$ cat src/rtl/warp_stall_tracker.sv
// warp_stall_tracker
//   Per-warp status tracker feeding warp_scheduler. Each warp moves through
//   INACTIVE -> READY -> {LAT_WAIT, MEM_WAIT} -> READY ... -> INACTIVE (exit).
//   Outputs are decoded from registered state only.
//
// Ports:
//   clk, reset            clock, async active-low reset
//   launch_valid/id       launch a warp (must be INACTIVE)
//   issue_valid/id        instruction issue (warp must be READY)
//   issue_lat/mem/exit    issue attributes; exit > mem > lat priority
//   mem_done_valid/id     memory completion (warp must be MEM_WAIT)
//   warp_ready            per-warp READY bit
//   warp_stalled          per-warp LAT_WAIT or MEM_WAIT bit
//   active_count          number of non-INACTIVE warps
//   err                   sticky protocol error

// One warp's state machine and latency down-counter.
module warp_slot #(
    parameter int LAT_W = 6
) (
    input  logic             clk,
    input  logic             reset,
    input  logic             launch_hit,
    input  logic             issue_hit,
    input  logic [LAT_W-1:0] issue_lat,
    input  logic             issue_mem,
    input  logic             issue_exit,
    input  logic             mem_hit,
    output logic             ready,
    output logic             stalled,
    output logic             active,
    output logic             bad
);
    typedef enum logic [1:0] {S_INACTIVE, S_READY, S_LAT_WAIT, S_MEM_WAIT} state_t;

    state_t           state_q, state_d;
    logic [LAT_W-1:0] cnt_q, cnt_d;

    // Legality is judged on state_q only, so an issue landing on the same
    // edge as a latency expiry or mem_done is flagged and dropped while the
    // wakeup still happens.
    always_comb begin
        state_d = state_q;
        cnt_d   = cnt_q;
        bad     = 1'b0;
        case (state_q)
            S_INACTIVE: begin
                bad = issue_hit | mem_hit;
                if (launch_hit) state_d = S_READY;
            end
            S_READY: begin
                bad = launch_hit | mem_hit;
                if (issue_hit) begin
                    if (issue_exit)
                        state_d = S_INACTIVE;
                    else if (issue_mem)
                        state_d = S_MEM_WAIT;
                    else if (issue_lat != '0) begin
                        state_d = S_LAT_WAIT;
                        cnt_d   = issue_lat;
                    end
                end
            end
            S_LAT_WAIT: begin
                bad   = launch_hit | issue_hit | mem_hit;
                cnt_d = cnt_q - LAT_W'(1);
                if (cnt_q == LAT_W'(1)) state_d = S_READY;
            end
            S_MEM_WAIT: begin
                bad = launch_hit | issue_hit;
                if (mem_hit) state_d = S_READY;
            end
            default: state_d = S_INACTIVE;
        endcase
    end

    always_ff @(posedge clk or negedge reset) begin
        if (!reset) begin
            state_q <= S_INACTIVE;
            cnt_q   <= '0;
        end else begin
            state_q <= state_d;
            cnt_q   <= cnt_d;
        end
    end

    assign ready   = (state_q == S_READY);
    assign stalled = (state_q == S_LAT_WAIT) || (state_q == S_MEM_WAIT);
    assign active  = (state_q != S_INACTIVE);
endmodule

module warp_stall_tracker #(
    parameter int NUM_WARPS = 32,
    parameter int WID_W     = 5,
    parameter int LAT_W     = 6
) (
    input  logic                 clk,
    input  logic                 reset,
    input  logic                 launch_valid,
    input  logic [WID_W-1:0]     launch_id,
    input  logic                 issue_valid,
    input  logic [WID_W-1:0]     issue_id,
    input  logic [LAT_W-1:0]     issue_lat,
    input  logic                 issue_mem,
    input  logic                 issue_exit,
    input  logic                 mem_done_valid,
    input  logic [WID_W-1:0]     mem_done_id,
    output logic [NUM_WARPS-1:0] warp_ready,
    output logic [NUM_WARPS-1:0] warp_stalled,
    output logic [WID_W:0]       active_count,
    output logic                 err
);
    logic [NUM_WARPS-1:0] active, bad;
    logic                 id_oob;
    logic                 err_q;

    // Out-of-range IDs decode to no slot, so they only raise err.
    assign id_oob = (launch_valid   && ({1'b0, launch_id}   >= (WID_W+1)'(NUM_WARPS))) ||
                    (issue_valid    && ({1'b0, issue_id}    >= (WID_W+1)'(NUM_WARPS))) ||
                    (mem_done_valid && ({1'b0, mem_done_id} >= (WID_W+1)'(NUM_WARPS)));

    for (genvar i = 0; i < NUM_WARPS; i++) begin : g_slot
        warp_slot #(.LAT_W(LAT_W)) u_slot (
            .clk        (clk),
            .reset      (reset),
            .launch_hit (launch_valid   && (launch_id   == WID_W'(i))),
            .issue_hit  (issue_valid    && (issue_id    == WID_W'(i))),
            .issue_lat  (issue_lat),
            .issue_mem  (issue_mem),
            .issue_exit (issue_exit),
            .mem_hit    (mem_done_valid && (mem_done_id == WID_W'(i))),
            .ready      (warp_ready[i]),
            .stalled    (warp_stalled[i]),
            .active     (active[i]),
            .bad        (bad[i])
        );
    end

    always_ff @(posedge clk or negedge reset) begin
        if (!reset) err_q <= 1'b0;
        else        err_q <= err_q | (|bad) | id_oob;
    end
    assign err = err_q;

    always_comb begin
        active_count = '0;
        for (int i = 0; i < NUM_WARPS; i++)
            active_count = active_count + (WID_W+1)'(active[i]);
    end
endmodule

$ cat config.mk
export PLATFORM = sky130hd
export DESIGN_NAME = warp_stall_tracker
export DESIGN_NICKNAME = d
export VERILOG_FILES = /design/src/rtl/warp_stall_tracker.sv
export SDC_FILE = /design/constraint.sdc
export NUM_CORES = 1
export LEC_CHECK = 0
export BUFFER_PORTS_ARGS = -buffer_cell sky130_fd_sc_hd__buf_2
export CAP_MARGIN = 20
export CORE_MARGIN = 3
export CORE_UTILIZATION = 50
export CTS_BUF_LIST = sky130_fd_sc_hd__clkbuf_2
export DETAILED_ROUTE_END_ITERATION = 10
export HOLD_SLACK_MARGIN = 0.12
export PLACE_DENSITY = 0.67
export SYNTH_ARGS = -nofsm -noshare
export SYNTH_HDL_FRONTEND = slang
export SYNTH_SLANG_ARGS = --single-unit
$ cat constraint.sdc
create_clock -name clk -period 10.7 [get_ports clk]
set_clock_uncertainty 0.15 [all_clocks]
set_input_delay 1.07 -clock clk [delete_from_list [all_inputs] [get_ports clk]]
set_output_delay 1.07 -clock clk [all_outputs]
set_load 0.01 [all_outputs]
==> impl_metrics.toml <==
[run_status]
outcome = "complete, no violations"

[die]
start_util = 0.511
die_area_um2 = 44700
ioPinCount = 99
die_w_um = 211
fp.dieH_um = 211
core_um2 = 41300
rows = 74

[placed_design]
numPortBuffers = 98
dp_hpwl_um = 48200
dpl_cell_area_um2 = 21300
routabilityCongestion = 1.04

[power]
internal_power_w = 0.00320
vdd_ir_drop_max_mv = 0.509
powerDensity_nw_per_um2 = 283
p_sw_w = 0.00305
static-leakage-power_nw = 9.75
switching_share = 0.488
power.share.combinational = 0.635
power_w = 0.00625
clkPwrFrac = 0.123
power_frac_seq = 0.242

[clocking]
htreeDepth = 3
cts_made_buffers = 79
cts.sinks = 257
clock_latency_ns = 1.09
post_cts_buffers = 0
root_buffer = "clkbuf_2"
cts.path.max_buffers = 3
clk_pin_slew_ns = 0.11
cts_tree = "built"

[timing]
grt_setup_unrepaired = "no"
period_share = 0.711
fmax_ghz = 0.131
tightest_slew_ns = 1.09
period_needed_ns = 7.61
setup_viol = 0
hold_viol = 0
slew-limit-headroom = 0.268
holdWs_ns = 0.352
setup_tns_ns = 0
final_max_slew_viol_count = 0

[logic_synthesis]
synth_fa_ha_area_frac = 0.141
synth.area.mux_share = 0.0274
synth_edf_count = 0
ys_types = 60
synth-compound-area-share = 0.217
synth-simple-area-share = 0.218
ys_seq_elements = 257
synth_fp_nets = 2879
ys_warn_count = 0
synthXorXnorAreaFrac = 0.00125
netlist_instances = 2628
synth_async_sr_flop_share = 1.00
ys_seq_area_frac = 0.305
synth_flop_cell = "dfrtp_1"
syn_area_per_cell_um2 = 8.03
synth_top_family_by_area = "simple AND/OR/NAND/NOR gates"
syn_area_um2 = 21100

[drt]
routed_wl_um = 68100
ant_nets = 0
wl_per_cell_um = 21.1
drt_iter0_markers = 1949
via_per_inst = 6.16
drc = 0
vias = 19800
drtPass1Iterations = 8

[job]
max-cap-violations = 0

[final_layout]
syn2layout_area_growth_pct = 4.76
nNetsFinal = 2884
final_cell_mix = "o21ai_0 (306), dfrtp_1 (257), inv_1 (228), nand2_1 (228), ha_1 (199)"
final_common_cell = "o21ai_0"
layout-drive-gt1-share = 0.125
final_area_um2 = 22100
n_fill_cell = 3933
final_util = 0.535

[worst_setup_path]
crit_chain = "inv_1 > ha_1 > inv_1 > fa_1 > fa_1 > fa_1 > fa_1 > inv_1 > fa_1 > fa_1 > inv_1 > ha_1 > inv_1 > fa_1 > inv_1 > a21o_1 > a21oi_1 > xnor2_1 > buf_2"
path_common_cell = "fa_1"
slowest_stage = "fa_1"
start_kind = "register"
endpoint_kind = "primary output"
critPathBufInv = 7
worstPathArrival_ns = 6.39
critPathRequiredTime_ns = 9.48
cp_max_fo = 3
max_stage_delay_ns = 0.56
crit_family = "adder cells"
path_class = "reg -> out"

[min_path]
hp-class = "in -> async"

[grt]
grt_first_pass_wirelength_um = 105000
first_global_vias = 18800
grt_use_total = 0.300
grt_max_degree = 76
antenna_found_initial = 10
grt_overflow = 0
-- flip-flops by register name, indices dropped and copies added, names as in the netlist --
name / flops
err: 1
g_slot.u_slot.cnt_q: 192
g_slot.u_slot.state_q: 64
-- repair_timing --
item | 4_1_cts | 5_1_grt
endpoints found under the hold margin | 58 | 0
hold buffers | 1 | 0
gates resized for setup | 0 | 0
-- layer usage --
metal / share of wire / track usage / vias up
li1: - / - / 9215
met3: 0.089 / 0.0877 / 210
met5: 0.00068 / 0 / -
met1: 0.42 / 0.394 / 9586
met4: 0.037 / 0.119 / 8
met2: 0.45 / 0.470 / 826
-- Yosys cell counts (38+ instances only) --
master,number,share of area
nor2_1,184,0.033
ha_1,199,0.12
inv_1,228,0.041
o22a_1,56,0.023
dfrtp_1,257,0.30
nand2b_1,66,0.020
clkbuf_1,89,0.016
o21ai_0,306,0.073
nand3_1,79,0.019
nor3_1,113,0.027
a31oi_1,46,0.014
nor2b_1,59,0.017
o22ai_1,52,0.015
buf_2,38,0.0090
buf_4,66,0.023
nand2_1,228,0.041
a21oi_1,174,0.041
-- final cells by class --
type | instances | area (µm²) | area share
multi-input cells | 1941 | 12700 | 0.577
flip-flops and latches | 257 | 6430 | 0.291
inverters | 229 | 860 | 0.0389
repair buffers | 125 | 713 | 0.0323
well taps | 532 | 666 | 0.0301
clock buffers | 108 | 541 | 0.0245
clock inverters | 23 | 121 | 0.00549
diodes | 9 | 22.5 | 0.00102
-- cells by family after synthesis --
logic type      count (synthesis)
buf+inv                       430
mux                            55
xor+xnor                        3
compound gates                748
flops                         257
simple gates                  912
fa+ha+maj                     223
-- final timing paths --
| check | start | endpoint | slack [ns] | cells past startpoint |
|---|---|---|---|---|
| worst max-delay path | g_slot[15].u_slot.state_q[1] | active_count[4] | 3.09 | 19 |
| worst min-delay path | reset | g_slot[24].u_slot.cnt_q[2] | 0.35 | 2 |
| max in group asynchronous | reset | g_slot[0].u_slot.cnt_q[1] | 7.94 | 4 |
| worst max register to register | g_slot[12].u_slot.state_q[0] | err | 7.30 | 8 |
| worst min register to register | g_slot[5].u_slot.cnt_q[1] | g_slot[5].u_slot.cnt_q[1] | 0.36 | 2 |
| min in group clk | g_slot[5].u_slot.cnt_q[1] | g_slot[5].u_slot.cnt_q[1] | 0.36 | 2 |
-- power by group through the flow --
stage                     logic, W  registers [W]  clock network, W
after CTS                  0.00393        0.00150          0.000795
final                      0.00397        0.00151          0.000770
after detailed placement   0.00391        0.00152                 0
after floorplan            0.00282        0.00145                 0
after global routing       0.00443        0.00155          0.000850
after global placement     0.00377        0.00150                 0
-- per-stage QoR --
stage                     instances  worst slack (ns)
after CTS                      3207              3.05
final                          3224              3.09
after global routing           3224              2.81
after global placement         3075              4.35
after floorplan                2628              4.63
after detailed placement       3075              4.23
(Power assumes the default switching activity.)
